`config.mk`:
```
export PLATFORM = sky130hd
export DESIGN_NAME = csi2tx_packet_buffer_wr
export DESIGN_NICKNAME = d
export VERILOG_FILES = /design/src/rtl/csi2tx_packet_buffer_wr.sv
export SDC_FILE = /design/constraint.sdc
export NUM_CORES = 1
export LEC_CHECK = 0
export CAP_MARGIN = 20
export CORE_ASPECT_RATIO = 0.6
export CORE_UTILIZATION = 51
export CTS_CLUSTER_DIAMETER = 100
export DETAILED_ROUTE_END_ITERATION = 7
export GPL_TIMING_DRIVEN = 0
export PLACE_DENSITY = 0.87
export SYNTH_ARGS = -nofsm -noshare
export SYNTH_HDL_FRONTEND = slang
export SYNTH_SLANG_ARGS = --single-unit
```
`constraint.sdc`:
```
create_clock -name clk_csi -period 10.9 [get_ports clk_csi]
set_clock_uncertainty 0.05 [all_clocks]
set_input_delay 2.18 -clock clk_csi [delete_from_list [all_inputs] [get_ports clk_csi]]
set_output_delay 2.18 -clock clk_csi [all_outputs]
set_load 0.01 [all_outputs]
```
`src/rtl/csi2tx_packet_buffer_wr.sv`:
```
// Write side of the CSI-2 TX packet buffer: stores aligned packet words into the RAM,
// commits whole packets, rewinds on overflow/abort and tracks the stored packet count.
module csi2tx_packet_buffer_wr #(
    parameter int unsigned ADDR_W       = 9,
    parameter int unsigned AFULL_MARGIN = 16
) (
    input  logic              clk_csi,
    input  logic              clk_csi_rst_n,
    input  logic              forcetxstopmode,
    input  logic [63:0]       pixel_data64,
    input  logic              pixel_data64_valid,
    input  logic              packet_incr_pulse,
    input  logic [ADDR_W:0]   rd_ptr,
    input  logic              pkt_rd_done,
    input  logic              err_clr,
    output logic              mem_wr_en,
    output logic [ADDR_W-1:0] mem_wr_addr,
    output logic [63:0]       mem_wr_data,
    output logic [ADDR_W:0]   commit_ptr,
    output logic [7:0]        pkt_count,
    output logic              pkt_avail,
    output logic              buf_full,
    output logic              buf_afull,
    output logic              overflow_err
);

    localparam int unsigned PTR_W = ADDR_W + 1;
    localparam int unsigned DEPTH = 1 << ADDR_W;
    localparam logic [PTR_W-1:0] DEPTH_P  = PTR_W'(DEPTH);
    localparam logic [PTR_W-1:0] MARGIN_P = PTR_W'(AFULL_MARGIN);
    localparam logic [7:0]       CNT_MAX  = 8'hFF;

    typedef enum logic [1:0] {
        S_IDLE  = 2'd0,
        S_WRITE = 2'd1,
        S_DROP  = 2'd2
    } state_t;

    state_t            r_state;
    state_t            w_state_nxt;
    logic [PTR_W-1:0]  r_wr_ptr;
    logic [PTR_W-1:0]  w_wr_ptr_nxt;
    logic [PTR_W-1:0]  r_commit_ptr;
    logic [PTR_W-1:0]  w_commit_nxt;
    logic [7:0]        r_pkt_count;
    logic [7:0]        w_cnt_nxt;
    logic              r_pkt_avail;
    logic              r_overflow;
    logic              r_mem_wr_en;
    logic [ADDR_W-1:0] r_mem_wr_addr;
    logic [63:0]       r_mem_wr_data;
    logic              w_wr_go;
    logic              w_commit_go;
    logic              w_ovf_set;
    logic              w_dec;
    logic [PTR_W-1:0]  w_level;
    logic [PTR_W-1:0]  w_free;
    logic              w_buf_full;

    // Occupancy is measured against the reader pointer, including uncommitted words.
    assign w_level    = r_wr_ptr - rd_ptr;
    assign w_free     = DEPTH_P - w_level;
    assign w_buf_full = (w_level == DEPTH_P);

    // Packet write FSM: next state, pointer updates and event strobes.
    always_comb begin
        w_state_nxt  = r_state;
        w_wr_ptr_nxt = r_wr_ptr;
        w_commit_nxt = r_commit_ptr;
        w_wr_go      = 1'b0;
        w_commit_go  = 1'b0;
        w_ovf_set    = 1'b0;
        if (forcetxstopmode) begin
            w_wr_ptr_nxt = r_commit_ptr;
            w_state_nxt  = S_IDLE;
        end else begin
            case (r_state)
                S_IDLE: begin
                    if (pixel_data64_valid) begin
                        if (!w_buf_full) begin
                            w_wr_go      = 1'b1;
                            w_wr_ptr_nxt = r_wr_ptr + PTR_W'(1);
                            w_state_nxt  = S_WRITE;
                        end else begin
                            w_ovf_set   = 1'b1;
                            w_state_nxt = packet_incr_pulse ? S_IDLE : S_DROP;
                        end
                    end
                end
                S_WRITE: begin
                    if (pixel_data64_valid) begin
                        if (!w_buf_full) begin
                            w_wr_go      = 1'b1;
                            w_wr_ptr_nxt = r_wr_ptr + PTR_W'(1);
                        end else begin
                            w_wr_ptr_nxt = r_commit_ptr;
                            w_ovf_set    = 1'b1;
                        end
                    end
                    if (packet_incr_pulse) begin
                        w_state_nxt = S_IDLE;
                        if (!w_ovf_set) begin
                            w_commit_nxt = w_wr_ptr_nxt;
                            w_commit_go  = 1'b1;
                        end
                    end else if (w_ovf_set) begin
                        w_state_nxt = S_DROP;
                    end
                end
                S_DROP: begin
                    if (packet_incr_pulse) begin
                        w_state_nxt = S_IDLE;
                    end
                end
                default: begin
                    w_state_nxt = S_IDLE;
                end
            endcase
        end
    end

    // Packet count: a commit and a read in the same cycle cancel out.
    always_comb begin
        w_dec     = pkt_rd_done && (r_pkt_count != 8'd0);
        w_cnt_nxt = r_pkt_count;
        if (w_commit_go && !w_dec) begin
            if (r_pkt_count != CNT_MAX) begin
                w_cnt_nxt = r_pkt_count + 8'd1;
            end
        end else if (w_dec && !w_commit_go) begin
            w_cnt_nxt = r_pkt_count - 8'd1;
        end
    end

    always_ff @(posedge clk_csi or negedge clk_csi_rst_n) begin
        if (!clk_csi_rst_n) begin
            r_state       <= S_IDLE;
            r_wr_ptr      <= '0;
            r_commit_ptr  <= '0;
            r_pkt_count   <= '0;
            r_pkt_avail   <= 1'b0;
            r_overflow    <= 1'b0;
            r_mem_wr_en   <= 1'b0;
            r_mem_wr_addr <= '0;
            r_mem_wr_data <= '0;
        end else begin
            r_state      <= w_state_nxt;
            r_wr_ptr     <= w_wr_ptr_nxt;
            r_commit_ptr <= w_commit_nxt;
            r_pkt_count  <= w_cnt_nxt;
            r_pkt_avail  <= (w_cnt_nxt != 8'd0);
            r_mem_wr_en  <= w_wr_go;
            if (w_wr_go) begin
                r_mem_wr_addr <= r_wr_ptr[ADDR_W-1:0];
                r_mem_wr_data <= pixel_data64;
            end
            if (w_ovf_set) begin
                r_overflow <= 1'b1;
            end else if (err_clr) begin
                r_overflow <= 1'b0;
            end
        end
    end

    assign mem_wr_en    = r_mem_wr_en;
    assign mem_wr_addr  = r_mem_wr_addr;
    assign mem_wr_data  = r_mem_wr_data;
    assign commit_ptr   = r_commit_ptr;
    assign pkt_count    = r_pkt_count;
    assign pkt_avail    = r_pkt_avail;
    assign overflow_err = r_overflow;
    assign buf_full     = w_buf_full;
    assign buf_afull    = (w_free <= MARGIN_P);

endmodule

```
==> results_dict.tcl <==
set metrics [dict create \
    dieArea_um2 11500 \
    grt_pass1_wl_um 27100 \
    synth_cell_types 68 \
    first_pass_iters 5 \
    final_common_cell "nand2_1" \
    cts_buffers 9 \
    synth_top_family_by_area "simple AND/OR/NAND/NOR gates" \
    die_x_um 138 \
    setup_tns_ns 0 \
    required_ns 8.67 \
    layout_min_cycle_time_ns 8.23 \
    arrival_ns 6.00 \
    io_pins 177 \
    grt_max_degree 71 \
    cts_tree "built" \
    start_kind "input port" \
    cts-root-buf "clkbuf_16" \
    die_h_um 83.5 \
    syn_inst 677 \
    finalSetupViolCount 0 \
    crit_type "input port to output pin" \
    synth-seq-cells 106 \
    crit_chain "clkdlybuf4s50_1 -> ha_1 -> inv_1 -> fa_1 -> a21o_1 -> a211oi_1 -> xnor2_1 -> a2111oi_4 -> nand3_1 -> clkbuf_1 -> nand2_1 -> clkdlybuf4s50_1" \
    cts.clk_slew.worst_paths_ns 0.07 \
    crit_cells 12 \
    path_buf_inv 4 \
    worst_pin_slew_ns 0.959 \
    max_freq_mhz 122 \
    ys_seq_area_share_pct 47.0 \
    final_cell_mix "nand2_1 (248), clkdlybuf4s50_1 (173), dfrtp_1 (106)" \
    antenna_found_initial 0 \
    async_flop_share_pct 100 \
    cts_resized 0 \
    ys.flop_type "dfrtp_1" \
    dp_hpwl_um 12500 \
    p_leak_nw 3.65 \
    outcome "finished, final reports clean" \
    slowest_stage "clkdlybuf4s50_1" \
    synth_compound_area_share_pct 17.0 \
    grt_setup_unrepaired "no" \
    endpoint_kind "output pin" \
    clock_sinks 106 \
    initial_core_util_pct 52.9 \
    areaGrowthSynthToFinish_pct 39.7 \
    crit_path_max_incr_delay_ns 0.54 \
    layout.nets 958 \
    synth_edf_count 0 \
    max-slew-margin-rel_pct 35.9 \
    synth_fa_ha_area_share_pct 3.23 \
    cap_violations 0 \
    wl_um 16800 \
    postLayoutCoreUtil_pct 74.0 \
    hold_violations 0 \
    min_from "mem_wr_data[52]$_DFFE_PN0P_" \
    rows 29 \
    synth.mux.area_fraction_pct 0.354 \
    grt_pass1_vias 5460 \
    syn-num-nets 772 \
    ys_warn_count 0 \
    crit_top_cell "clkdlybuf4s50_1" \
    reg2regPathDepth 14 \
    grt_util_all_layers_pct 30.2 \
    timing.rr.start "r_wr_ptr[0]$_DFFE_PN0P_" \
    drive_gt1_share_pct 4.61 \
    viasPerCell 5.62 \
    peakVddDrop_mv 0.144 \
    synthXorXnorAreaFrac_pct 1.71 \
    gp_congestion 0.983 \
    drcViolationCount 0 \
    clk_latency_ns 0.34 \
    vias 5659 \
    grt.overflow.total 0 \
    core_um2 10700 \
    synth-simple-area-share_pct 26.5 \
    hold_class "flop to flop" \
    h-tree-depth 3 \
    crit_path_max_fanout 10 \
    drv_slew 0 \
    diodes 0 \
    drtAntennaViolNets 0 \
    io_buffers 174 \
    hold_buffers 0 \
    netlist_area_um2 5650 \
    min_delay_path_depth 2 \
    routedWlPerCell_um 16.7 \
    cp_top_family "buffers and inverters" \
    post_cts_buffers 0 \
    first_iter_violations 637 \
    startpoint "rd_ptr[0]" \
    clock_path_buffers 2 \
    powerDensity_nw_per_um2 183 \
    synth_area_per_cell_um2 8.34 \
    period_share_pct 75.5 \
]
worst paths after layout:
kind / to / slack, ns
max: buf_afull / 2.67
min: mem_wr_data[52]$_DFFE_PN0P_ / 0.43
max reg2reg: pkt_avail$_DFF_PN0_ / 6.92
min reg2reg: mem_wr_data[52]$_DFFE_PN0P_ / 0.43
max in group asynchronous: mem_wr_data[23]$_DFFE_PN0P_ / 8.35
min in group asynchronous: mem_wr_addr[0]$_DFFE_PN0P_ / 1.75
metrics by stage:
stage,power [mW],setup WS [ns],hold WS [ns],area (µm²),instances
2_1_floorplan,0.839,4.25,0.461,5650,677
3_3_place_gp,1.08,2.85,0.407,7560,990
3_5_place_dp,1.10,2.73,0.412,7590,991
4_1_cts,1.44,2.71,0.430,7890,1007
5_1_grt,1.52,2.35,0.439,7890,1007
6_report,1.44,2.67,0.427,7890,1007
cell type report:
cell class                      count  area [µm²]
Fill cell                         794        2780
Clock inverter                      7        76.3
Clock buffer                        9         225
Tap cell                          139         174
Buffer                             32         138
Timing Repair Buffer              175        1770
Sequential cell                   106        2650
Inverter                           27         101
Multi-Input combinational cell    512        2760
synthesized netlist by cell type, drive strengths merged (3+ instances only):
cell type	n	area, µm²
nor3	6	30.0
or4	3	22.5
o31ai	3	22.5
inv	26	97.6
nor2	30	113
o211ai	5	37.5
or2	3	18.8
o31a	4	35.0
o22ai	15	93.8
and2	6	37.5
a2111oi	4	60.1
ha	13	163
xnor2	7	61.3
o2bb2ai	3	26.3
a21oi	28	151
or3	3	23.8
a211oi	7	62.6
o221ai	5	43.8
nand3	13	65.1
and3	15	93.8
buf	8	47.5
dfrtp	106	2650
clkbuf	24	90.1
nand2	249	937
xor2	4	35.0
nor3b	5	37.5
o21ai	32	160
nand4	5	37.5
a31oi	5	31.3
a21o	6	45.0
power breakdown:
part | switching [mW] | internal [mW] | total, mW
combinational | 0.282 | 0.271 | 0.553
sequential | 0.0864 | 0.468 | 0.554
clock | 0.153 | 0.180 | 0.333
metal layers:
| layer | vias to the layer above | track usage, % | share of wire [%] |
|---|---|---|---|
| li1 | 2692 | - | - |
| met2 | 336 | 45.2 | 44 |
| met1 | 2606 | 44.1 | 43 |
| met3 | 25 | 8.08 | 12 |
| met5 | - | 0 | 0 |
| met4 | 0 | 6.13 | 1.1 |
worst register-to-register path: cells and delay by family, from the launching register on:
family | cells | cell delay (ns)
xor+xnor | 1 | 0.23
buf+inv | 3 | 0.46
compound gates | 5 | 1.56
flops | 1 | 0.40
fa+ha+maj | 2 | 0.65
simple gates | 3 | 0.49
logic make-up (layout without fill, tap and decap cells):
family | count (synthesis) | count (layout)
buf+inv | 59 | 250
simple gates | 349 | 349
compound gates | 136 | 136
mux | 2 | 2
fa+ha+maj | 14 | 14
xor+xnor | 11 | 11
flops | 106 | 106
registers in the layout, summed over array words and instances (netlist names):
register,cells
mem_wr_data,64
pkt_avail,1
commit_ptr,10
pkt_count,8
mem_wr_addr,9
overflow_err,1
r_wr_ptr,10
mem_wr_en,1
r_state,2
Note: power is estimated with default switching activity, not from simulation.
